--- config.mk ---
export PLATFORM = sky130hd
export DESIGN_NAME = uart_rx_fifo
export DESIGN_NICKNAME = d
export VERILOG_FILES = /design/src/rtl/uart_rx_fifo.sv
export SDC_FILE = /design/constraint.sdc
export NUM_CORES = 1
export LEC_CHECK = 0
export BUFFER_PORTS_ARGS = -buffer_cell sky130_fd_sc_hd__buf_2
export CORE_UTILIZATION = 45
export CTS_CLUSTER_DIAMETER = 50
export DETAILED_ROUTE_END_ITERATION = 8
export SYNTH_ARGS = -nofsm -noshare
export SYNTH_HDL_FRONTEND = slang
export SYNTH_SLANG_ARGS = --single-unit
--- constraint.sdc ---
create_clock -name clk_i -period 11.29 [get_ports clk_i]
set_input_delay 2.258 -clock clk_i [delete_from_list [all_inputs] [get_ports clk_i]]
set_output_delay 2.258 -clock clk_i [all_outputs]
set_load 0.02 [all_outputs]
--- src/rtl/uart_rx_fifo.sv ---
// UART receive channel: two-flop input synchroniser, mid-bit sampling
// receiver with optional parity, DEPTH-entry byte FIFO, sticky error
// flags and a level/error interrupt, all behind a simple register bus.
module uart_rx_fifo #(
    parameter int DATA_W = 8,
    parameter int DEPTH  = 16,
    parameter int BAUD_W = 16
) (
    input  logic        clk_i,
    input  logic        rst_ni,
    input  logic        we,
    input  logic        ren,
    input  logic [7:0]  addr,
    input  logic [31:0] wdata,
    output logic [31:0] rdata,
    input  logic        rx_i,
    output logic        intr_rx
);

    localparam int AW = $clog2(DEPTH);
    localparam int BW = $clog2(DATA_W + 1);

    localparam logic [7:0] A_BAUD   = 8'h00;
    localparam logic [7:0] A_DATA   = 8'h08;
    localparam logic [7:0] A_CTRL   = 8'h0C;
    localparam logic [7:0] A_STATUS = 8'h14;

    typedef enum logic [2:0] {
        S_IDLE,
        S_START,
        S_DATA,
        S_PARITY,
        S_STOP,
        S_WAIT_HIGH
    } state_t;

    // Configuration and status registers
    logic [BAUD_W-1:0] baud_q;
    logic              rx_en_q, par_en_q, par_odd_q;
    logic [3:0]        wm_q;
    logic              ovr_q, fe_q, pe_q;
    logic [31:0]       rdata_q;
    logic              intr_q;

    // Receiver state
    logic [1:0]        sync_q;
    state_t            state_q, state_d;
    logic [BAUD_W-1:0] cnt_q, cnt_d;
    logic [BW-1:0]     bit_q, bit_d;
    logic [DATA_W-1:0] shift_q, shift_d;
    logic              par_bad_q, par_bad_d;
    logic              push, set_fe, set_pe;

    // FIFO
    logic [DATA_W-1:0] mem_q [DEPTH];
    logic [AW:0]       wptr_q, rptr_q;
    logic [AW:0]       level;
    logic [7:0]        level8;
    logic              empty, full, pop, push_ok, fifo_clr, ovr_set;

    // Bus decode
    logic wr_baud, wr_ctrl, wr_status, rd_data;
    logic rxs, tick;
    logic [31:0] rd_mux;

    assign rxs       = sync_q[1];
    assign tick      = (cnt_q <= BAUD_W'(1));
    assign wr_baud   = we && (addr == A_BAUD);
    assign wr_ctrl   = we && (addr == A_CTRL);
    assign wr_status = we && (addr == A_STATUS);
    assign rd_data   = ren && (addr == A_DATA);

    assign level    = wptr_q - rptr_q;
    assign level8   = 8'(level);
    assign empty    = (level == '0);
    assign full     = (level == (AW + 1)'(DEPTH));
    assign pop      = rd_data && !empty;
    assign fifo_clr = wr_ctrl && wdata[3];
    // A full FIFO still accepts a byte when a pop frees a slot in the same cycle
    assign push_ok  = push && (!full || pop) && !fifo_clr;
    assign ovr_set  = push && full && !pop && !fifo_clr;

    // Two-flop synchroniser on the serial line, idling high
    always_ff @(posedge clk_i or negedge rst_ni) begin
        if (!rst_ni) sync_q <= 2'b11;
        else         sync_q <= {sync_q[0], rx_i};
    end

    // Receiver state, bit timer and data shift register
    always_ff @(posedge clk_i or negedge rst_ni) begin
        if (!rst_ni) begin
            state_q   <= S_IDLE;
            cnt_q     <= '0;
            bit_q     <= '0;
            shift_q   <= '0;
            par_bad_q <= 1'b0;
        end else begin
            state_q   <= state_d;
            cnt_q     <= cnt_d;
            bit_q     <= bit_d;
            shift_q   <= shift_d;
            par_bad_q <= par_bad_d;
        end
    end

    // Next-state logic: the timer counts down and each frame bit is sampled when it expires
    always_comb begin
        state_d   = state_q;
        cnt_d     = (cnt_q == '0) ? cnt_q : cnt_q - BAUD_W'(1);
        bit_d     = bit_q;
        shift_d   = shift_q;
        par_bad_d = par_bad_q;
        push      = 1'b0;
        set_fe    = 1'b0;
        set_pe    = 1'b0;
        case (state_q)
            S_IDLE: begin
                if (rx_en_q && (baud_q >= BAUD_W'(4)) && !rxs) begin
                    cnt_d   = baud_q >> 1;
                    state_d = S_START;
                end
            end
            S_START: begin
                if (tick) begin
                    if (!rxs) begin
                        cnt_d     = baud_q;
                        bit_d     = '0;
                        par_bad_d = 1'b0;
                        state_d   = S_DATA;
                    end else begin
                        state_d = S_IDLE;
                    end
                end
            end
            S_DATA: begin
                if (tick) begin
                    shift_d = {rxs, shift_q[DATA_W-1:1]};
                    cnt_d   = baud_q;
                    if (bit_q == BW'(DATA_W - 1)) state_d = par_en_q ? S_PARITY : S_STOP;
                    else                          bit_d   = bit_q + BW'(1);
                end
            end
            S_PARITY: begin
                if (tick) begin
                    par_bad_d = ((^shift_q) ^ rxs) != par_odd_q;
                    cnt_d     = baud_q;
                    state_d   = S_STOP;
                end
            end
            S_STOP: begin
                if (tick) begin
                    if (rxs) begin
                        if (par_bad_q) set_pe = 1'b1;
                        else           push   = 1'b1;
                        state_d = S_IDLE;
                    end else begin
                        set_fe  = 1'b1;
                        state_d = S_WAIT_HIGH;
                    end
                end
            end
            S_WAIT_HIGH: begin
                if (rxs) state_d = S_IDLE;
            end
            default: state_d = S_IDLE;
        endcase
        // Disabling the receiver abandons any partial frame
        if (!rx_en_q) begin
            state_d = S_IDLE;
            push    = 1'b0;
            set_fe  = 1'b0;
            set_pe  = 1'b0;
        end
    end

    // FIFO storage; contents are only meaningful between the pointers
    always_ff @(posedge clk_i) begin
        if (push_ok) mem_q[wptr_q[AW-1:0]] <= shift_q;
    end

    // FIFO pointers; a clear overrides any push or pop in the same cycle
    always_ff @(posedge clk_i or negedge rst_ni) begin
        if (!rst_ni) begin
            wptr_q <= '0;
            rptr_q <= '0;
        end else if (fifo_clr) begin
            wptr_q <= '0;
            rptr_q <= '0;
        end else begin
            if (push_ok) wptr_q <= wptr_q + (AW + 1)'(1);
            if (pop)     rptr_q <= rptr_q + (AW + 1)'(1);
        end
    end

    // Configuration registers and sticky error flags (set wins over a same-cycle clear)
    always_ff @(posedge clk_i or negedge rst_ni) begin
        if (!rst_ni) begin
            baud_q    <= '0;
            rx_en_q   <= 1'b0;
            par_en_q  <= 1'b0;
            par_odd_q <= 1'b0;
            wm_q      <= '0;
            ovr_q     <= 1'b0;
            fe_q      <= 1'b0;
            pe_q      <= 1'b0;
        end else begin
            if (wr_baud) baud_q <= wdata[BAUD_W-1:0];
            if (wr_ctrl) begin
                rx_en_q   <= wdata[0];
                par_en_q  <= wdata[1];
                par_odd_q <= wdata[2];
                wm_q      <= wdata[7:4];
            end
            ovr_q <= ovr_set | (ovr_q & ~(wr_status & wdata[2]));
            fe_q  <= set_fe  | (fe_q  & ~(wr_status & wdata[3]));
            pe_q  <= set_pe  | (pe_q  & ~(wr_status & wdata[4]));
        end
    end

    // Read multiplexer; a DATA read on an empty FIFO returns zero
    always_comb begin
        rd_mux = '0;
        case (addr)
            A_BAUD:   rd_mux = 32'(baud_q);
            A_CTRL:   rd_mux = {24'b0, wm_q, 1'b0, par_odd_q, par_en_q, rx_en_q};
            A_DATA:   if (!empty) rd_mux = 32'(mem_q[rptr_q[AW-1:0]]);
            A_STATUS: rd_mux = {16'b0, level8, 3'b0, pe_q, fe_q, ovr_q, full, empty};
            default:  rd_mux = '0;
        endcase
    end

    // Registered read data held until the next read, and the registered interrupt
    always_ff @(posedge clk_i or negedge rst_ni) begin
        if (!rst_ni) begin
            rdata_q <= '0;
            intr_q  <= 1'b0;
        end else begin
            if (ren) rdata_q <= rd_mux;
            intr_q <= ((wm_q != 4'd0) && (level8 >= {4'b0, wm_q})) || ovr_q || fe_q || pe_q;
        end
    end

    assign rdata   = rdata_q;
    assign intr_rx = intr_q;

endmodule

### After elaboration in Yosys (flattened, before gate mapping)

Memories as Yosys holds them, arrays and structs flattened.
Cells that the tools add are included.
W data, S select, Z words.

| storage, ports and cells | value |
|---|---|
| RAM bits | 128 |
| flip-flop bits (word level) | 103 |
| memory bits (read-only) | 0 |
| bits in latches | 0 |
| output and inout bits | 33 |
| input port bits | 45 |
| memories | 1 |

| operators by class | value |
|---|---|
| div/mod/pow operators | 0 |
| $add $sub $neg | 5 |
| reduce and logical (&&, ||, !) cells | 38 |
| $mul | 0 |
| $lt $le $gt $ge | 3 |
| equality and inequality tests | 23 |
| shift operators | 0 |
| mux-type cells | 49 |
| bitwise gates (word level) | 13 |

Memory list:

| memory | words | bits a word | rd ports | clocked after Yosys merged registers in | write ports | line | text |
|---|---|---|---|---|---|---|---|
| mem_q | 16 | 8 | 1 | 0 | 1 | 55 | `logic [DATA_W-1:0] mem_q [DEPTH];` |

Operator list:

| cell | number |
|---|---|
| $pmux W32 S4 | 1 |
| $mux W16 | 5 |
| $pmux W16 S3 | 1 |
| $mux W3 | 10 |
| $ne A3 B3 Y1 const B | 7 |
| $mux W5 | 4 |
| $mux W1 | 19 |
| $pmux W3 S6 | 1 |
| $eq A8 B4 Y1 const B | 2 |
| $ge A16 B3 Y1 const B | 1 |
| $le A16 B1 Y1 const B | 1 |
| $logic_not A16 Y1 | 1 |
| $mux W4 | 4 |
| $sub A16 B1 Y16 const B | 1 |
| $logic_and A1 B1 Y1 | 14 |
| $add A5 B1 Y5 const B | 2 |
| $ne A2 B2 Y1 const B | 5 |
| $eq A8 B5 Y1 const B | 1 |
| $logic_not A8 Y1 | 1 |
| $mux W8 | 1 |
| $pmux W4 S2 | 1 |
| $reduce_bool A2 Y1 | 4 |
| $reduce_xor A8 Y1 | 1 |
| $reduce_and A7 Y1 | 1 |
| other kinds (24) | 42 |

### Longest topological paths before layout

Gate-level depths: netlist of run 1.

| logic depth | value |
|---|---|
| word-level depth | 9 |
| depth in mapped cells | 11 |
| gate-level depth less buffers | 10 |

### Least setup slack after synthesis of run 1

OpenSTA, ideal clock, no wires.

| timing | value |
|---|---|
| kind | input to register |
| start | in addr[1] |
| end | mem mem_q[4][0] (enable) |
| arrival | 4.519 ns |
| slack | 6.388 ns |
| stages | 7 |
| buffers on the path | 1 |
| setup time | 0.383 ns |
| cell sequence | or4_4 > nor4_1 > nand3_2 > a2111oi_4 > buf_6 > nand3_2 > nor3_1 |

| on the way | value |
|---|---|
| word-level cells in the longest chain between the ends | 8 |

RTL lines:

| item | line | text |
|---|---|---|
| start, declared | 13 | `input logic [7:0] addr,` |
| $eq A8 B4 Y1 | 71 | `assign rd_data = ren && (addr == A_DATA);` |
| $logic_and A1 B1 Y1 | 71 |  |
| $logic_and A1 B1 Y1 | 77 | `assign pop = rd_data && !empty;` |
| $logic_or A1 B1 Y1 | 80 | `assign push_ok = push && (!full \|\| pop) && !fifo_clr;` |
| $logic_and A1 B1 Y1 | 80 |  |
| $logic_and A1 B1 Y1 * | 80 |  |
| $mux W1 * | 178 | `if (push_ok) mem_q[wptr_q[AW-1:0]] <= shift_q;` |
| $mux W1 (implied by the code) * | 178 |  |
| end, declared | 55 |  |

Mark *: on every way between the ends. The rest lies on a longest branch, timed or not.

### Final worst setup path of run 1

| timing | value |
|---|---|
| start | in addr[1] |
| end | mem mem_q[10][4] (enable) |

Same word-level chain as after synthesis.

==> results_dict.tcl, run 1 <==
set metrics [dict create \
    status "finished clean" \
    synth_edf_count 128 \
    crit_path_cell_trace "buf_2, or4_4, nor4_1, nand3_2, a2111oi_4, nand3_2, nor3_1" \
    synth.avg_cell_area_um2 13.7 \
    core_area_um2 21800 \
    antenna_found_initial 0 \
    switching_power_uw 532 \
    grt_pass1_vias 6089 \
    fillers 1831 \
    p_int_mw 1.50 \
    power.density_nw_per_um2 180 \
    critPathMaxStageDelay_ns 1.07 \
    yosysSeqAreaShare_pct 60.4 \
    vdd_drop_max_mv 0.110 \
    cpMostUsedCell "nand3_2" \
    num_vias 6106 \
    final_hold_viol_count 0 \
    async_reset_ff_share_pct 40.5 \
    die_x_um 151 \
    relSlewSlack_pct 10.2 \
    hpwl_um 15200 \
    layout_commonest_cell "edfxtp_1" \
    track_usage_pct 19.9 \
    p_leak_nw 4.27 \
    drt-pass1-iter-count 4 \
    rsz0062_at_grt "no" \
    synth-seq-cells 215 \
    n_antenna_cell 0 \
    finalSetupViolCount 0 \
    dieArea_um2 22700 \
    wirelength_um 22000 \
    drv_cap 0 \
    seqPwrFrac_pct 45.6 \
    setup_ws_ns 5.80 \
    power_frac_comb_pct 12.0 \
    yosysUniqueCellTypes 76 \
    top_level_ports 78 \
    multiInputGateArea_um2 3610 \
    hold_buffers 0 \
    netSwitchingFraction_pct 26.2 \
    fp.dieH_um 151 \
    clkPwrFrac_pct 42.3 \
    cts_setup_buffers 0 \
    cts_buffer_depth 3 \
    numPortBuffers 45 \
    synth_top_cell_by_area "edfxtp_1" \
    area_growth_pct 13.2 \
    crit_path_start_kind "input port" \
    cts_sinks 215 \
    fin_crit_sh_pct 48.6 \
    cp-end-kind "flop" \
    yosysWarnings 0 \
    drt_iter0_drc 368 \
    worstPathMaxFanout 12 \
    period_needed_ns 5.49 \
    register_area_um2 6030 \
    wl_per_cell_um 20.4 \
    row_count 54 \
    holdWs_ns 0.353 \
    cp_top_family "simple AND/OR/NAND/NOR gates" \
    pre_cts_ws_ns 5.25 \
    tritoncts "built" \
    initial_core_util_pct 45.8 \
    grt-ovfl-total 0 \
    ys.flop_type "edfxtp_1" \
    drc 0 \
    worstPathRequired_ns 11.42 \
    synth_area_leaders "edfxtp_1 39%, dfrtp_1 21%, mux4_2 7.7%" \
    final_antenna_net_count 0 \
    worstSkewPairLatency_ns 0.53 \
    numCtsBuffers 26 \
    fin_tns_setup_ns 0 \
    grt_pass1_wl_um 33900 \
    fin_skew_ns 0.0148 \
    final_nets 838 \
    clkTransAtPathRegs_ns 0.05 \
    post_cts_resized 0 \
    vias_per_cell 5.68 \
    fmax_mhz 182 \
    min_path_type "reg -> reg" \
    final_cell_mix "128 x edfxtp_1, 83 x dfrtp_1, 44 x nand2_1, 44 x buf_2, 42 x nor2_1" \
    criticalPathCategory "in -> reg" \
    htreeDepth 1 \
    synth_top_area_share_pct 38.6 \
    grt_max_degree 50 \
    tightest_slew_ns 1.34 \
    synth_area_um2 9970 \
    arrival_ns 5.62 \
    crit_path_top_delay_cell "nor3_1" \
    drive_above_1_share_pct 23.4 \
    netlist_instances 730 \
    clockRootBuffer "clkbuf_16" \
    drv_slew 0 \
    gp_congestion 0.920 \
    cp.buffers_inverters 1 \
]
-- cell type report --
class,count,share of cell area (%)
clock buffer,35,6.52
clock inverter,13,1.44
inverter,30,0.998
multi-input combinational,450,32.0
sequential,215,53.4
tap,280,3.11
timing repair buffer,52,2.49
-- worst paths after layout --
kind                       startpoint           end  slack, ns  cells after the start
setup / recovery              addr[1]  mem_q[10][4]       5.80                      7
hold / removal              sync_q[0]     sync_q[1]       0.35                      0
setup reg to reg            rptr_q[1]  mem_q[10][4]       6.37                      8
hold reg to reg             sync_q[0]     sync_q[1]       0.35                      0
max in group asynchronous      rst_ni       wm_q[2]       8.56                      2
min in group asynchronous      rst_ni      rdata[6]       1.70                      1
-- cell families (layout without fill, tap and decap cells) --
logic type,Yosys count,after routing,share of synthesized area [%]
AOI/OAI and AO/OA,125,125,8.27
xor gates and xnor gates,30,30,2.64
adders and majority gates,18,18,2.34
buffers and inverters,80,130,3.94
DFF,215,215,60.4
muxes,67,67,11.3
other,1,16,0.0376
and+or+nand+nor,194,194,11.0
-- per-layer routing --
metal	GRT usage (%)	vias to the layer above	routed length, um
li1	-	2817	-
met1	29.7	3055	10400
met2	29.7	189	9630
met3	2.65	45	1230
met4	7.10	0	674
met5	0	-	0
-- power groups by stage --
stage               Clock (mW)  Sequential [mW]  Combinational [mW]
finish                   0.859            0.926               0.244
global placement             0            0.937               0.238
global route             0.897            0.933               0.275
detailed placement           0            0.940               0.243
floorplan                    0            0.919               0.200
CTS                      0.873            0.926               0.246
-- registers in the layout, indices dropped and copies added, names as in the netlist --
register and count:
pe_q 1, par_bad_q 1, wm_q 4, bit_q 4, shift_q 8, cnt_q 16, par_odd_q 1, rx_en_q 1
rptr_q 5, intr_rx 1, wptr_q 5, ovr_q 1, state_q 3, fe_q 1, mem_q 128, rdata 16
par_en_q 1, sync_q 2, baud_q 16
-- stage by stage --
step | cell area (um^2) | power [mW] | util (%) | cells
finish | 11300 | 2.03 | 51.8 | 1075
global route | 11300 | 2.11 | 51.8 | 1075
CTS | 11300 | 2.04 | 51.8 | 1075
detailed placement | 10400 | 1.18 | 47.7 | 1027
global placement | 10400 | 1.18 | 47.7 | 1027
floorplan | 10000 | 1.12 | - | 745
-- cells in the mapped netlist, types with 3 or more instances --
library cell and count:
o21a_1 3, xnor2_1 18, o31ai_1 3, nand3_2 5, clkbuf_1 21, nand3_1 17
edfxtp_1 128, ha_1 17, or2_2 3, o21ai_0 35, inv_1 29, a31oi_1 3
nand4_1 5, mux2_2 25, a22oi_1 23, buf_2 8, nand3b_1 5, nor3_1 13
nand2b_1 4, a2bb2oi_1 3, dfrtp_1 85, nand4b_1 3, nor4_1 7, nor3_2 5
a21oi_1 26, mux4_2 34, nor2b_1 6, buf_4 16, o22ai_1 9, and3_1 14
a22o_1 3, xor2_1 12, nand2_1 44, nor2_1 42, mux2i_1 7
Note: power is estimated with default switching activity, not from simulation.
==> run 2: changes to the inputs <==
Settings changed: PLACE_DENSITY set to 0.65.
Clock period 11.29 ns to 4.6 ns, I/O delays scaled along.
==> run 2 against run 1 <==
Compared with the run above: clock-buffer cell count is 4 lower; non-clock buffer count is 12 higher; critical path depth is 1 higher; largest cell class unchanged; routed wire length is 0.82% lower; flip-flop and latch count stayed put; clock power is 150% higher; critical endpoint is now mem_q[1][1].
==> results_dict.tcl, run 2 (synthesis gave the netlist of run 1 again) <==
set metrics [dict create \
    reg2reg_depth 8 \
    placed_cells 1039 \
    largest_reg_flops 128 \
    initial_core_util_pct 45.8 \
    status "finished clean" \
    worstPathMaxFanout 13 \
    whs_path_depth 0 \
    final_hold_viol_count 0 \
    cp.buffers_inverters 1 \
    rsz0062_at_grt "no" \
    row_count 54 \
    hold_start "sync_q[0]" \
    cts_setup_buffers 0 \
    gp_congestion 0.934 \
    final_cell_mix "128 x edfxtp_1, 84 x dfrtp_1, 44 x nand2_1, 44 x buf_2, 42 x nor2_1" \
    top_level_ports 78 \
    numPortBuffers 45 \
    drc 0 \
    tightest_slew_ns 0.883 \
    crit_path_cell_trace "inv_1, ha_1, xor2_1, nand4b_1, a211oi_1, a2111oi_4, nand3_2, nor3_2" \
    worstPathRequired_ns 4.77 \
    fp.dieH_um 151 \
    grt_pass1_vias 6151 \
    num_vias 6209 \
    power.density_nw_per_um2 438 \
    reg2reg_setup_slack_ns 0.81 \
    relSlewSlack_pct 40.4 \
    vdd_drop_max_mv 0.288 \
    cp-end-kind "flop" \
    fin_tns_setup_ns 0 \
    drv_cap 0 \
    dieArea_um2 22700 \
    fmax_mhz 264 \
    grt_pass1_wl_um 34100 \
    hold_buffers 0 \
    period_needed_ns 3.79 \
    die_x_um 151 \
    cts_sinks 215 \
    tritoncts "built" \
    criticalPathCategory "reg -> reg" \
    antenna_found_initial 0 \
    grt_max_degree 55 \
    fin_crit_sh_pct 82.3 \
    layout_commonest_cell "edfxtp_1" \
    numCtsBuffers 26 \
    finalSetupViolCount 0 \
    area_growth_pct 14.2 \
    r2r-end "mem_q[1][1]" \
    clkTransAtPathRegs_ns 0.06 \
    wl_per_cell_um 20.0 \
    p_leak_nw 4.34 \
    finalPower_mw 4.99 \
    cts_buffer_depth 3 \
    n_antenna_cell 0 \
    cp_top_family "simple AND/OR/NAND/NOR gates" \
    min_path_type "reg -> reg" \
    clockRootBuffer "clkbuf_16" \
    fin_skew_ns 0.0282 \
    arrival_ns 3.96 \
    r2r-start "rptr_q[2]" \
    hold_path_end "sync_q[1]" \
    final_nets 850 \
    post_cts_resized 0 \
    drv_slew 0 \
    drt_iter0_drc 507 \
    crit_path_top_delay_cell "nor3_2" \
    track_usage_pct 19.8 \
    final_antenna_net_count 0 \
    crit_path_start_kind "flop" \
    drive_above_1_share_pct 24.8 \
    drt-pass1-iter-count 5 \
    critPathMaxStageDelay_ns 0.64 \
    htreeDepth 1 \
    worstSkewPairLatency_ns 0.54 \
    wirelength_um 21800 \
    setup_ws_ns 0.814 \
    vias_per_cell 5.71 \
    pre_cts_ws_ns 0.660 \
    grt-ovfl-total 0 \
    hpwl_um 15100 \
    layout.cells.non_filler 1087 \
    core_area_um2 21800 \
]
==> run 2: layer usage <==
| metal | vias to the layer above | routed length (um) | GRT usage (%) |
|---|---|---|---|
| li1 | 2838 | - | - |
| met1 | 3107 | 9850 | 29.3 |
| met2 | 230 | 9930 | 30.4 |
| met3 | 34 | 1580 | 3.34 |
| met4 | 0 | 407 | 5.20 |
| met5 | - | 0 | 0 |
==> run 2: per-stage QoR <==
stage / area (um^2) / hold slack [ns] / utilization (%)
2_1_floorplan: 10000 / 0.345 / -
3_3_place_gp: 10500 / 0.348 / 48.1
3_5_place_dp: 10500 / 0.351 / 48.1
4_1_cts: 11400 / 0.360 / 52.3
5_1_grt: 11400 / 0.361 / 52.3
6_report: 11400 / 0.357 / 52.3
==> run 2: area by class of cell <==
cell class,count,area [um^2]
Multi-Input combinational cell,450,3610
Clock buffer,31,699
Timing Repair Buffer,64,370
Tap cell,280,350
Fill cell,1773,10400
Clock inverter,17,218
Sequential cell,215,6020
Inverter,30,113
==> run 2: how the worst max path moves through the flow <==
stage / cells after the start / from / end / slack (ns)
2_1_floorplan: 11 / rptr_q[1] / mem_q[4][0] / 0.93
3_3_place_gp: 7 / addr[1] / mem_q[0][6] / 0.72
3_5_place_dp: 7 / addr[1] / mem_q[1][7] / 0.66
4_1_cts: 8 / rptr_q[2] / mem_q[1][1] / 0.82
5_1_grt: 8 / rptr_q[2] / mem_q[1][5] / 0.53
6_report: 8 / rptr_q[2] / mem_q[1][1] / 0.81
==> run 2: report_power, final <==
group / switching, mW / internal [mW] / total, mW
Clock: 0.834 / 1.28 / 2.11
Sequential: 0.142 / 2.13 / 2.27
Combinational: 0.356 / 0.250 / 0.605
Total: 1.33 / 3.65 / 4.99
